**src/rtl/booth_seq_divider_if.sv**
```systemverilog
// Handshake and data bundle for booth_seq_divider.
// Signals:
//   start             - operation request, sampled only while the divider is idle
//   dividend, divisor - signed operands, captured on an accepted start
//   quotient          - signed quotient, registered
//   remainder         - signed remainder, registered
//   done              - one-cycle completion pulse
//   busy              - high while an operation is in flight
//   div_by_zero       - sticky flag for the last operation
//   overflow          - sticky flag for the last operation (most-negative / -1)
//   power_consumption - energy estimate of the last operation
// Modports: master drives the request side, slave is the divider.
interface booth_seq_divider_if #(
  parameter int unsigned WIDTH = 8
) ();
  logic             start;
  logic [WIDTH-1:0] dividend;
  logic [WIDTH-1:0] divisor;
  logic [WIDTH-1:0] quotient;
  logic [WIDTH-1:0] remainder;
  logic             done;
  logic             busy;
  logic             div_by_zero;
  logic             overflow;
  logic [7:0]       power_consumption;

  modport master (
    output start, dividend, divisor,
    input  quotient, remainder, done, busy, div_by_zero, overflow, power_consumption
  );

  modport slave (
    input  start, dividend, divisor,
    output quotient, remainder, done, busy, div_by_zero, overflow, power_consumption
  );
endinterface

```
**src/rtl/booth_seq_divider.sv**
```systemverilog
// Sequential signed restoring divider, one iteration per clock, truncating (round-toward-zero)
// quotient and remainder. Keeps a per-iteration energy estimate: +2 for a kept subtraction,
// +1 for a restore, saturating at 8'hFF.
// Ports:
//   clk   - system clock, rising edge
//   reset - synchronous, active-high
//   bus   - booth_seq_divider_if.slave (start/operands in, results/flags/done/busy out)
// Build option: define ZERO_DIVIDEND_SKIP_EN to finish a zero-dividend operation in one cycle
// instead of running all WIDTH iterations (divide-by-zero still takes priority).
module booth_seq_divider #(
  parameter int unsigned WIDTH = 8
) (
  input logic                clk,
  input logic                reset,
  booth_seq_divider_if.slave bus
);

  localparam int unsigned CntW = $clog2(WIDTH + 1);

  typedef enum logic [1:0] {StIdle, StCompute, StDone, StDz} state_e;

  state_e r_state;
  state_e w_state_next;

  logic [WIDTH-1:0] r_dividend;
  logic [WIDTH-1:0] r_divisor;
  logic [WIDTH-1:0] r_q;        // dividend magnitude, quotient bits shift in at the bottom
  logic [WIDTH-1:0] r_rem;      // partial remainder magnitude
  logic [WIDTH-1:0] r_dvs_mag;
  logic [CntW-1:0]  r_count;
  logic [7:0]       r_estimate;

  logic [WIDTH-1:0] r_quotient;
  logic [WIDTH-1:0] r_remainder;
  logic             r_done;
  logic             r_dz;
  logic             r_ovf;
  logic [7:0]       r_power;

  logic             w_accept;
  logic [WIDTH-1:0] w_dividend_mag;
  logic [WIDTH-1:0] w_divisor_mag;
  logic [WIDTH:0]   w_shifted;
  logic [WIDTH+1:0] w_trial;
  logic             w_trial_ok;
  logic [WIDTH-1:0] w_rem_next;
  logic [8:0]       w_est_sum;
  logic [7:0]       w_est_next;
  logic             w_last;
  logic             w_neg_q;
  logic [WIDTH-1:0] w_q_fixed;
  logic [WIDTH-1:0] w_rem_fixed;
  logic             w_ovf;

  // Unsigned WIDTH-bit magnitudes: |-2^(W-1)| = 2^(W-1) still fits.
  assign w_dividend_mag = bus.dividend[WIDTH-1] ? -bus.dividend : bus.dividend;
  assign w_divisor_mag  = bus.divisor[WIDTH-1]  ? -bus.divisor  : bus.divisor;

  assign w_accept = (r_state == StIdle) && bus.start;

  // Restoring step. The remainder is always below |divisor| <= 2^(W-1), so the shifted value
  // fits in W+1 bits and one extra bit holds the sign of the trial subtraction.
  assign w_shifted  = {r_rem, r_q[WIDTH-1]};
  assign w_trial    = {1'b0, w_shifted} - {2'b00, r_dvs_mag};
  assign w_trial_ok = ~w_trial[WIDTH+1];
  assign w_rem_next = w_trial_ok ? w_trial[WIDTH-1:0] : w_shifted[WIDTH-1:0];

  assign w_est_sum  = {1'b0, r_estimate} + (w_trial_ok ? 9'd2 : 9'd1);
  assign w_est_next = w_est_sum[8] ? 8'hFF : w_est_sum[7:0];

  assign w_last = (r_count == CntW'(WIDTH - 1));

  // Most-negative / -1 needs no special datapath: the magnitude quotient 2^(W-1) is not negated
  // and already reads back as -2^(W-1); only the flag is derived here.
  assign w_neg_q     = r_dividend[WIDTH-1] ^ r_divisor[WIDTH-1];
  assign w_q_fixed   = w_neg_q ? -r_q : r_q;
  assign w_rem_fixed = r_dividend[WIDTH-1] ? -r_rem : r_rem;
  assign w_ovf       = (r_dividend == {1'b1, {(WIDTH-1){1'b0}}}) && (r_divisor == '1);

  always_ff @(posedge clk) begin
    if (reset) begin
      r_state <= StIdle;
    end else begin
      r_state <= w_state_next;
    end
  end

  always_comb begin
    w_state_next = r_state;
    unique case (r_state)
      StIdle: begin
        if (w_accept) begin
          if (bus.divisor == '0) begin
            w_state_next = StDz;
`ifdef ZERO_DIVIDEND_SKIP_EN
          end else if (bus.dividend == '0) begin
            w_state_next = StDone;
`endif
          end else begin
            w_state_next = StCompute;
          end
        end
      end
      StCompute: if (w_last) w_state_next = StDone;
      StDone:    w_state_next = StIdle;
      StDz:      w_state_next = StIdle;
      default:   w_state_next = StIdle;
    endcase
  end

  always_ff @(posedge clk) begin
    if (reset) begin
      r_dividend  <= '0;
      r_divisor   <= '0;
      r_q         <= '0;
      r_rem       <= '0;
      r_dvs_mag   <= '0;
      r_count     <= '0;
      r_estimate  <= '0;
      r_quotient  <= '0;
      r_remainder <= '0;
      r_done      <= 1'b0;
      r_dz        <= 1'b0;
      r_ovf       <= 1'b0;
      r_power     <= '0;
    end else begin
      r_done <= 1'b0;
      unique case (r_state)
        StIdle: begin
          if (w_accept) begin
            r_dividend <= bus.dividend;
            r_divisor  <= bus.divisor;
            r_q        <= w_dividend_mag;
            r_dvs_mag  <= w_divisor_mag;
            r_rem      <= '0;
            r_count    <= '0;
            r_estimate <= '0;
            r_dz       <= 1'b0;
            r_ovf      <= 1'b0;
          end
        end
        StCompute: begin
          r_rem      <= w_rem_next;
          r_q        <= {r_q[WIDTH-2:0], w_trial_ok};
          r_estimate <= w_est_next;
          r_count    <= r_count + 1'b1;
        end
        StDone: begin
          r_quotient  <= w_q_fixed;
          r_remainder <= w_rem_fixed;
          r_power     <= r_estimate;
          r_ovf       <= w_ovf;
          r_done      <= 1'b1;
        end
        StDz: begin
          r_quotient  <= '1;
          r_remainder <= r_dividend;
          r_power     <= '0;
          r_dz        <= 1'b1;
          r_done      <= 1'b1;
        end
        default: ;
      endcase
    end
  end

  assign bus.quotient          = r_quotient;
  assign bus.remainder         = r_remainder;
  assign bus.done              = r_done;
  assign bus.busy              = (r_state != StIdle);
  assign bus.div_by_zero       = r_dz;
  assign bus.overflow          = r_ovf;
  assign bus.power_consumption = r_power;

endmodule

```
**src/flat_wrapper.sv**
```systemverilog
// flat-port wrapper written by rule: the top's interface ports become plain ports
module booth_seq_divider_flat 
#(
  parameter int unsigned WIDTH = 8
)
  (clk, reset, bus_start, bus_dividend, bus_divisor, bus_quotient, bus_remainder, bus_done, bus_busy, bus_div_by_zero, bus_overflow, bus_power_consumption);
  booth_seq_divider_if #(.WIDTH(WIDTH)) bus_i ();
  input logic clk;
  input logic reset;
  input wire logic [$bits(bus_i.start)-1:0] bus_start;
  input wire logic [$bits(bus_i.dividend)-1:0] bus_dividend;
  input wire logic [$bits(bus_i.divisor)-1:0] bus_divisor;
  output wire logic [$bits(bus_i.quotient)-1:0] bus_quotient;
  output wire logic [$bits(bus_i.remainder)-1:0] bus_remainder;
  output wire logic [$bits(bus_i.done)-1:0] bus_done;
  output wire logic [$bits(bus_i.busy)-1:0] bus_busy;
  output wire logic [$bits(bus_i.div_by_zero)-1:0] bus_div_by_zero;
  output wire logic [$bits(bus_i.overflow)-1:0] bus_overflow;
  output wire logic [$bits(bus_i.power_consumption)-1:0] bus_power_consumption;
  assign bus_i.start = bus_start;
  assign bus_i.dividend = bus_dividend;
  assign bus_i.divisor = bus_divisor;
  assign bus_quotient = bus_i.quotient;
  assign bus_remainder = bus_i.remainder;
  assign bus_done = bus_i.done;
  assign bus_busy = bus_i.busy;
  assign bus_div_by_zero = bus_i.div_by_zero;
  assign bus_overflow = bus_i.overflow;
  assign bus_power_consumption = bus_i.power_consumption;
  booth_seq_divider #(.WIDTH(WIDTH)) u_core (.clk(clk), .reset(reset), .bus(bus_i));
endmodule
```
**config.mk**
```make
export PLATFORM = sky130hd
export DESIGN_NAME = booth_seq_divider_flat
export DESIGN_NICKNAME = d
export VERILOG_FILES = /design/src/rtl/booth_seq_divider_if.sv /design/src/rtl/booth_seq_divider.sv /design/src/flat_wrapper.sv
export SDC_FILE = /design/constraint.sdc
export NUM_CORES = 1
export LEC_CHECK = 0
export CAP_MARGIN = 20
export CORE_MARGIN = 3
export CORE_UTILIZATION = 38
export DETAILED_ROUTE_END_ITERATION = 10
export PLACE_DENSITY = 0.61
export SYNTH_ARGS = -nofsm -noshare
export SYNTH_HDL_FRONTEND = slang
export SYNTH_SLANG_ARGS = --single-unit
```
**constraint.sdc**
```tcl
create_clock -name clk -period 3.2 [get_ports clk]
set_clock_uncertainty 0.2 [all_clocks]
set_input_delay 0.48 -clock clk [delete_from_list [all_inputs] [get_ports clk]]
set_output_delay 0.48 -clock clk [all_outputs]
set_load 0.05 [all_outputs]
```
# [Yosys cells after proc, flatten, opt, wreduce, memory -nomap -nowiden]
# Index checks and enable logic that the tools add are counted.
[totals] ff_bits=81 in_bits=19 output_inout_bits=28
[classes] add_sub_neg=7 reduce_logical=15 bitwise=2 n_eq_ne=8 n_mux=25
[ops] operator="$pmux 8 s2" n=6
[ops] operator="$mux 8" n=8
[ops] operator="$neg 8->8" n=4
[ops] operator="$eq 8x8->1 const B" n=2
[ops] operator="$reduce_and 2->1" n=5
[ops] operator="$reduce_bool 2->1" n=5
[ops] operator="$sub 9x8->10" n=1
[ops] operator="$add 8x9->9" n=1
[ops] operator="$logic_not 8->1" n=1
[ops] operator="$mux 2" n=4
[ops] operator="$pmux 4 s2" n=1
[ops] operator="$pmux 2 s3" n=1
[ops] operator="$add 4x1->4 const B" n=1
[ops] operator="$eq 2x2->1 const B" n=2
[ops] operator="$eq 4x3->1 const B" n=1
[ops] operator="$mux 4" n=1
[ops] operator="$ne 2x1->1 const B" n=2
[ops] operator="$pmux 1 s2" n=2
[ops] operator="$eq 2x1->1 const B" n=1
[ops] operator="$logic_and 1x1->1" n=2
[ops] operator="$logic_not 2->1" n=1
[ops] operator="$mux 1" n=2
[ops] operator="$reduce_or 2->1" n=1
[ops] operator="$not 1->1" n=1
[ops] operator="$xor 1x1->1" n=1

# [Longest topological paths before layout]
[logic_depth] depth_word=5 ltp_mapped=14 depth_no_buf=13

# [Worst setup path before layout]
# OpenSTA, ideal clock, no wires.
[synth_timing] kind="register -> register" startpoint="register u_core.r_rem[2]" endpoint="register u_core.r_estimate[6]" required_ns=2.885 arrival_time_ns=2.717 period_less_slack_ns=3.031 path_stages_with_launch=13 n_path_buf=1 setup_slack_ns=0.169 path_cell_list="dfxtp_1 ha_1 nand4_1 a2111oi_0 or2_1 buf_6 inv_2 ha_1 fa_1 and3_1 nand3_1 nor3_1 a2111oi_0"
[synth_via] elab_chain_cells=5
[synth_rtl] item="from (decl)" line_no="booth_seq_divider.sv:28" text="logic [WIDTH-1:0] r_rem;"
[synth_rtl] item="from (signal assigned)" line_no="booth_seq_divider.sv:143" text="r_rem <= w_rem_next;"
[synth_rtl] item="$sub 9x8->10" line_no="booth_seq_divider.sv:64" text="assign w_trial = {1'b0, w_shifted} - {2'b00, r_dvs_mag};"
[synth_rtl] item="$mux 2" line_no="booth_seq_divider.sv:68" text="assign w_est_sum = {1'b0, r_estimate} + (w_trial_ok ? 9'd2 : 9'd1);"
[synth_rtl] item="$add 8x9->9" line_no="booth_seq_divider.sv:68"
[synth_rtl] item="$mux 8" line_no="booth_seq_divider.sv:69" text="assign w_est_next = w_est_sum[8] ? 8'hFF : w_est_sum[7:0];"
[synth_rtl] item="$pmux 8 s2" line_no="booth_seq_divider.sv:128" text="unique case (r_state)"
[synth_rtl] item="to (signal assigned)" line_no="booth_seq_divider.sv:145" text="r_estimate <= w_est_next;"
[synth_rtl] item="to (decl)" line_no="booth_seq_divider.sv:31" text="logic [7:0] r_estimate;"
# Every way passes these cells.
# A chain may end at the register's enable or synchronous reset.

# [Worst setup path in the final report]
[layout_timing] startpoint="register u_core.r_dvs_mag[4]" endpoint="register u_core.r_estimate[4]"
[layout_via] elab_chain_cells=5
[layout_rtl] item="from (decl)" line_no="booth_seq_divider.sv:29" text="logic [WIDTH-1:0] r_dvs_mag;"
[layout_rtl] item="from (signal assigned)" line_no="booth_seq_divider.sv:134" text="r_dvs_mag <= w_divisor_mag;"
[layout_rtl] item="$sub 9x8->10" line_no="booth_seq_divider.sv:64"
[layout_rtl] item="$mux 2" line_no="booth_seq_divider.sv:68"
[layout_rtl] item="$add 8x9->9" line_no="booth_seq_divider.sv:68"
[layout_rtl] item="$mux 8" line_no="booth_seq_divider.sv:69"
[layout_rtl] item="$pmux 8 s2" line_no="booth_seq_divider.sv:128"
# Every way passes these cells.

==> impl_metrics.py <==
metrics = {
    "cts": {
        "clkTransAtPathRegs_ps": 80,
        "ctsRootBufferMaster": "sky130_fd_sc_hd__clkbuf_8",
        "cts.sinks": 80,
        "cts_made_buffers": 9,
        "clock_insertion_delay_worst_skew_ps": 350,
        "max-clock-path-buffers": 2,
        "cts-htree-levels": 3,
        "cts_hold_buf": 0,
        "tritoncts": "built",
    },
    "timing": {
        "worst_slew_pin_slew_ps": 822,
        "slew_violations": 0,
        "final.min_clock_period_ps": 3100,
        "post-route-period-util_pct": 96.9,
        "fmax_mhz": 322,
        "worst_hold_slack_ps": 260,
        "setup_violations": 0,
        "final_hold_viol_count": 0,
        "final_critical_path_setup_slack_ps": 99.0,
        "slew_headroom_pct": 45.1,
    },
    "logic_synthesis": {
        "post_syn_area_sq_mm": 0.00411,
        "synth.top_cell.area_share_pct": 39.0,
        "synth-seq-area-share_pct": 39.0,
        "ys.warnings.count": 0,
        "postSynthRegisterBits": 80,
        "mean_syn_cell_area_sq_um": 8.08,
        "synth_async_sr_flop_share_pct": 0,
        "synth_cell_types": 54,
        "synth_top_flop_cell": "sky130_fd_sc_hd__dfxtp_1",
        "syn_inst": 508,
        "synth_largest_area_cell": "sky130_fd_sc_hd__dfxtp_1",
        "synth_area_leaders": "sky130_fd_sc_hd__dfxtp_1 (39%), sky130_fd_sc_hd__nand2_1 (5.5%), sky130_fd_sc_hd__a21oi_1 (5.4%)",
        "mappedNetlistNets": 544,
        "synth_edf_count": 0,
    },
    "pwr": {
        "power.density_mw_per_mm2": 492,
        "fin_total_pwr_mw": 2.46,
        "ir_worst_vdd_uv": 250,
        "p_leak_nw": 1.84,
    },
    "die": {
        "die_area_sq_mm": 0.0121,
        "ios": 47,
        "dieWidth_um": 110,
        "initial_core_util_pct": 39.4,
        "core_region_area_sq_mm": 0.0104,
        "floorplan.rows": 37,
        "fp.dieH_um": 110,
    },
    "layout": {
        "antennaDiodeCount": 0,
        "postLayoutCellArea_sq_mm": 0.00501,
        "layout_commonest_cell": "sky130_fd_sc_hd__dfxtp_1",
        "flow.area_growth_from_synthesis_pct": 21.9,
        "most_used_cells_in_the_layout_excluding_fill_and_tap_cells": "sky130_fd_sc_hd__dfxtp_1 (79), sky130_fd_sc_hd__nand2_1 (60), sky130_fd_sc_hd__nor2_1 (58)",
        "final_net_count": 589,
        "layout-drive-gt1-share_pct": 8.62,
        "fillerInstances": 1053,
        "stdcell_count": 693,
    },
    "drt": {
        "firstDrtPassIters": 4,
        "ant_nets": 0,
        "routed_wire_length_per_instance_um": 15.0,
        "drt-vias-per-instance": 5.36,
        "total_length_of_routed_wires_mm": 10.4,
        "drc": 0,
        "routed-via-count": 3717,
        "first_iter_violations": 152,
    },
    "worst_setup_path": {
        "timing.rr.start": "u_core.r_dvs_mag[4]",
        "timing.critical_path.to_type": "register",
        "timing.critical_path.from_type": "register",
        "setup.reg_to_reg.worst_slack_ps": 100,
        "worstSetupPathType": "reg2reg",
        "crit_required_ps": 3280,
        "critical_path.max_fanout": 8,
        "crit_arrival_ps": 3180,
        "worst-r2r-cell-count": 12,
        "r2r_end": "u_core.r_estimate[4]",
    },
    "placed_design": {
        "dp_hpwl_mm": 7.49,
        "gpl.final_weighted_congestion": 0.851,
        "dp_worst_setup_slack_ps": 3.22,
        "io_buffers": 46,
        "placed_cells_incl_taps": 678,
        "placed_area_sq_mm": 0.00474,
    },
    "worst_hold_path": {
        "whs_endpoint": "u_core.r_divisor[1]",
        "hold-path-cell-count": 2,
        "worst_hold_path_type": "reg2reg",
        "hold_start": "u_core.r_divisor[1]",
    },
    "grt": {
        "grt.total_usage_pct": 17.8,
        "globalRouteOverflowTotal": 0,
        "grt.met2_usage_pct": 28.0,
        "antenna_violations_before_repair": 0,
        "top_usage_layer": "met2",
        "grt_max_degree": 62,
        "use_met3_pct": 2.41,
        "grt_pass1_vias": 3447,
        "global_route_met1_utilization_pct": 24.7,
        "first_pass_grt_wire_length_mm": 16.9,
    },
    "flow_run": {
        "cap_viol_max_count": 0,
    },
    "outcome": {
        "result_of_the_run": "finished, final reports clean",
    },
}
[worst max-delay path by stage]
stage	startpoint	endpoint	slack, ps
6_report	u_core.r_dvs_mag[4]	u_core.r_estimate[4]	100
5_1_grt	u_core.r_dvs_mag[4]	u_core.r_estimate[6]	-40
4_1_cts	u_core.r_dvs_mag[4]	u_core.r_estimate[6]	10
3_5_place_dp	u_core.r_dvs_mag[4]	u_core.r_estimate[6]	3
3_3_place_gp	u_core.r_dvs_mag[4]	u_core.r_estimate[6]	150
2_1_floorplan	u_core.r_rem[2]	u_core.r_estimate[6]	170
[Yosys cell counts, drive strengths merged (8+ instances only)]
library cell  number
a21oi             44
mux2i             12
xnor2             16
nor2              58
xor2              12
inv               24
nor2b              8
o21ai             25
a211oi            14
ha                15
o31ai              8
buf               13
nand3             11
clkbuf            17
nor3              15
nand2b            13
nand2             60
dfxtp             80
nand4              8
[routing by layer]
layer | vias to the layer above | wire length (um) | share of wire, %
met5 | - | 0 | 0
met4 | 0 | 132 | 1.3
met3 | 11 | 442 | 4.2
met2 | 88 | 4780 | 46
met1 | 1755 | 5050 | 49
li1 | 1863 | - | -
[worst max-delay path, cell delays in order (launching register included)]
cell,delay (ps)
sky130_fd_sc_hd__dfxtp_1,330
sky130_fd_sc_hd__inv_1,50
sky130_fd_sc_hd__ha_2,370
sky130_fd_sc_hd__nand4_1,120
sky130_fd_sc_hd__a2111oi_1,340
sky130_fd_sc_hd__or2_1,190
sky130_fd_sc_hd__buf_4,210
sky130_fd_sc_hd__fa_2,230
sky130_fd_sc_hd__and3_1,210
sky130_fd_sc_hd__nand3_2,120
sky130_fd_sc_hd__nor2_1,330
sky130_fd_sc_hd__o21ai_0,150
sky130_fd_sc_hd__a21oi_1,170
[where the power goes]
group,switching [mW],total (mW),internal (mW)
Sequential,0.0428,1.08,1.04
Combinational,0.322,0.567,0.245
Clock,0.377,0.814,0.437
[stage by stage]
step | utilization [%] | TNS [ps]
2_1_floorplan | - | 0
3_3_place_gp | 45.5 | 0
3_5_place_dp | 45.5 | 0
4_1_cts | 47.5 | 0
5_1_grt | 48.1 | -157
6_report | 48.1 | 0
[cells by family (layout without fill, tap and decap cells)]
family                     after synthesis  in the layout  synth area share [%]
adders and majority gates               17             17                  5.55
AOI/OAI and AO/OA                      127            127                  20.0
buffers and inverters                   54            103                  5.27
DFF                                     80             80                  39.0
muxes                                   12             12                  2.93
and+or+nand+nor                        190            190                  21.3
xor gates and xnor gates                28             28                  5.97
[flip-flops by register name, summed over array words and instances, names as in the netlist]
name / count
u_core.bus.overflow: 1
u_core.r_rem: 8
u_core.r_dvs_mag: 8
u_core.bus.div_by_zero: 1
u_core.bus.power_consumption: 8
u_core.r_divisor: 7
u_core.r_estimate: 8
u_core.bus.quotient: 8
u_core.r_state: 2
u_core.r_dividend: 8
u_core.r_count: 4
u_core.bus.remainder: 8
u_core.r_q: 8
u_core.bus.done: 1
[layout make-up]
cell class	instances	area, sq um	area share (%)
Clock inverter	5	81.3	1.62
Timing Repair Buffer	64	588	11.7
Inverter	24	90.1	1.80
Sequential cell	80	1600	32.0
Multi-Input combinational cell	374	2350	46.9
Tap cell	136	170	3.40
Clock buffer	10	128	2.55
[what timing repair did]
| action | 4_1_cts | 5_1_grt |
|---|---|---|
| gates resized for setup | 2 | 9 |
| endpoints found under the setup margin | 1 | 8 |
| pin swaps | 0 | 2 |
| buffers inserted | 0 | 0 |
Power figures use the tool's default switching activity.
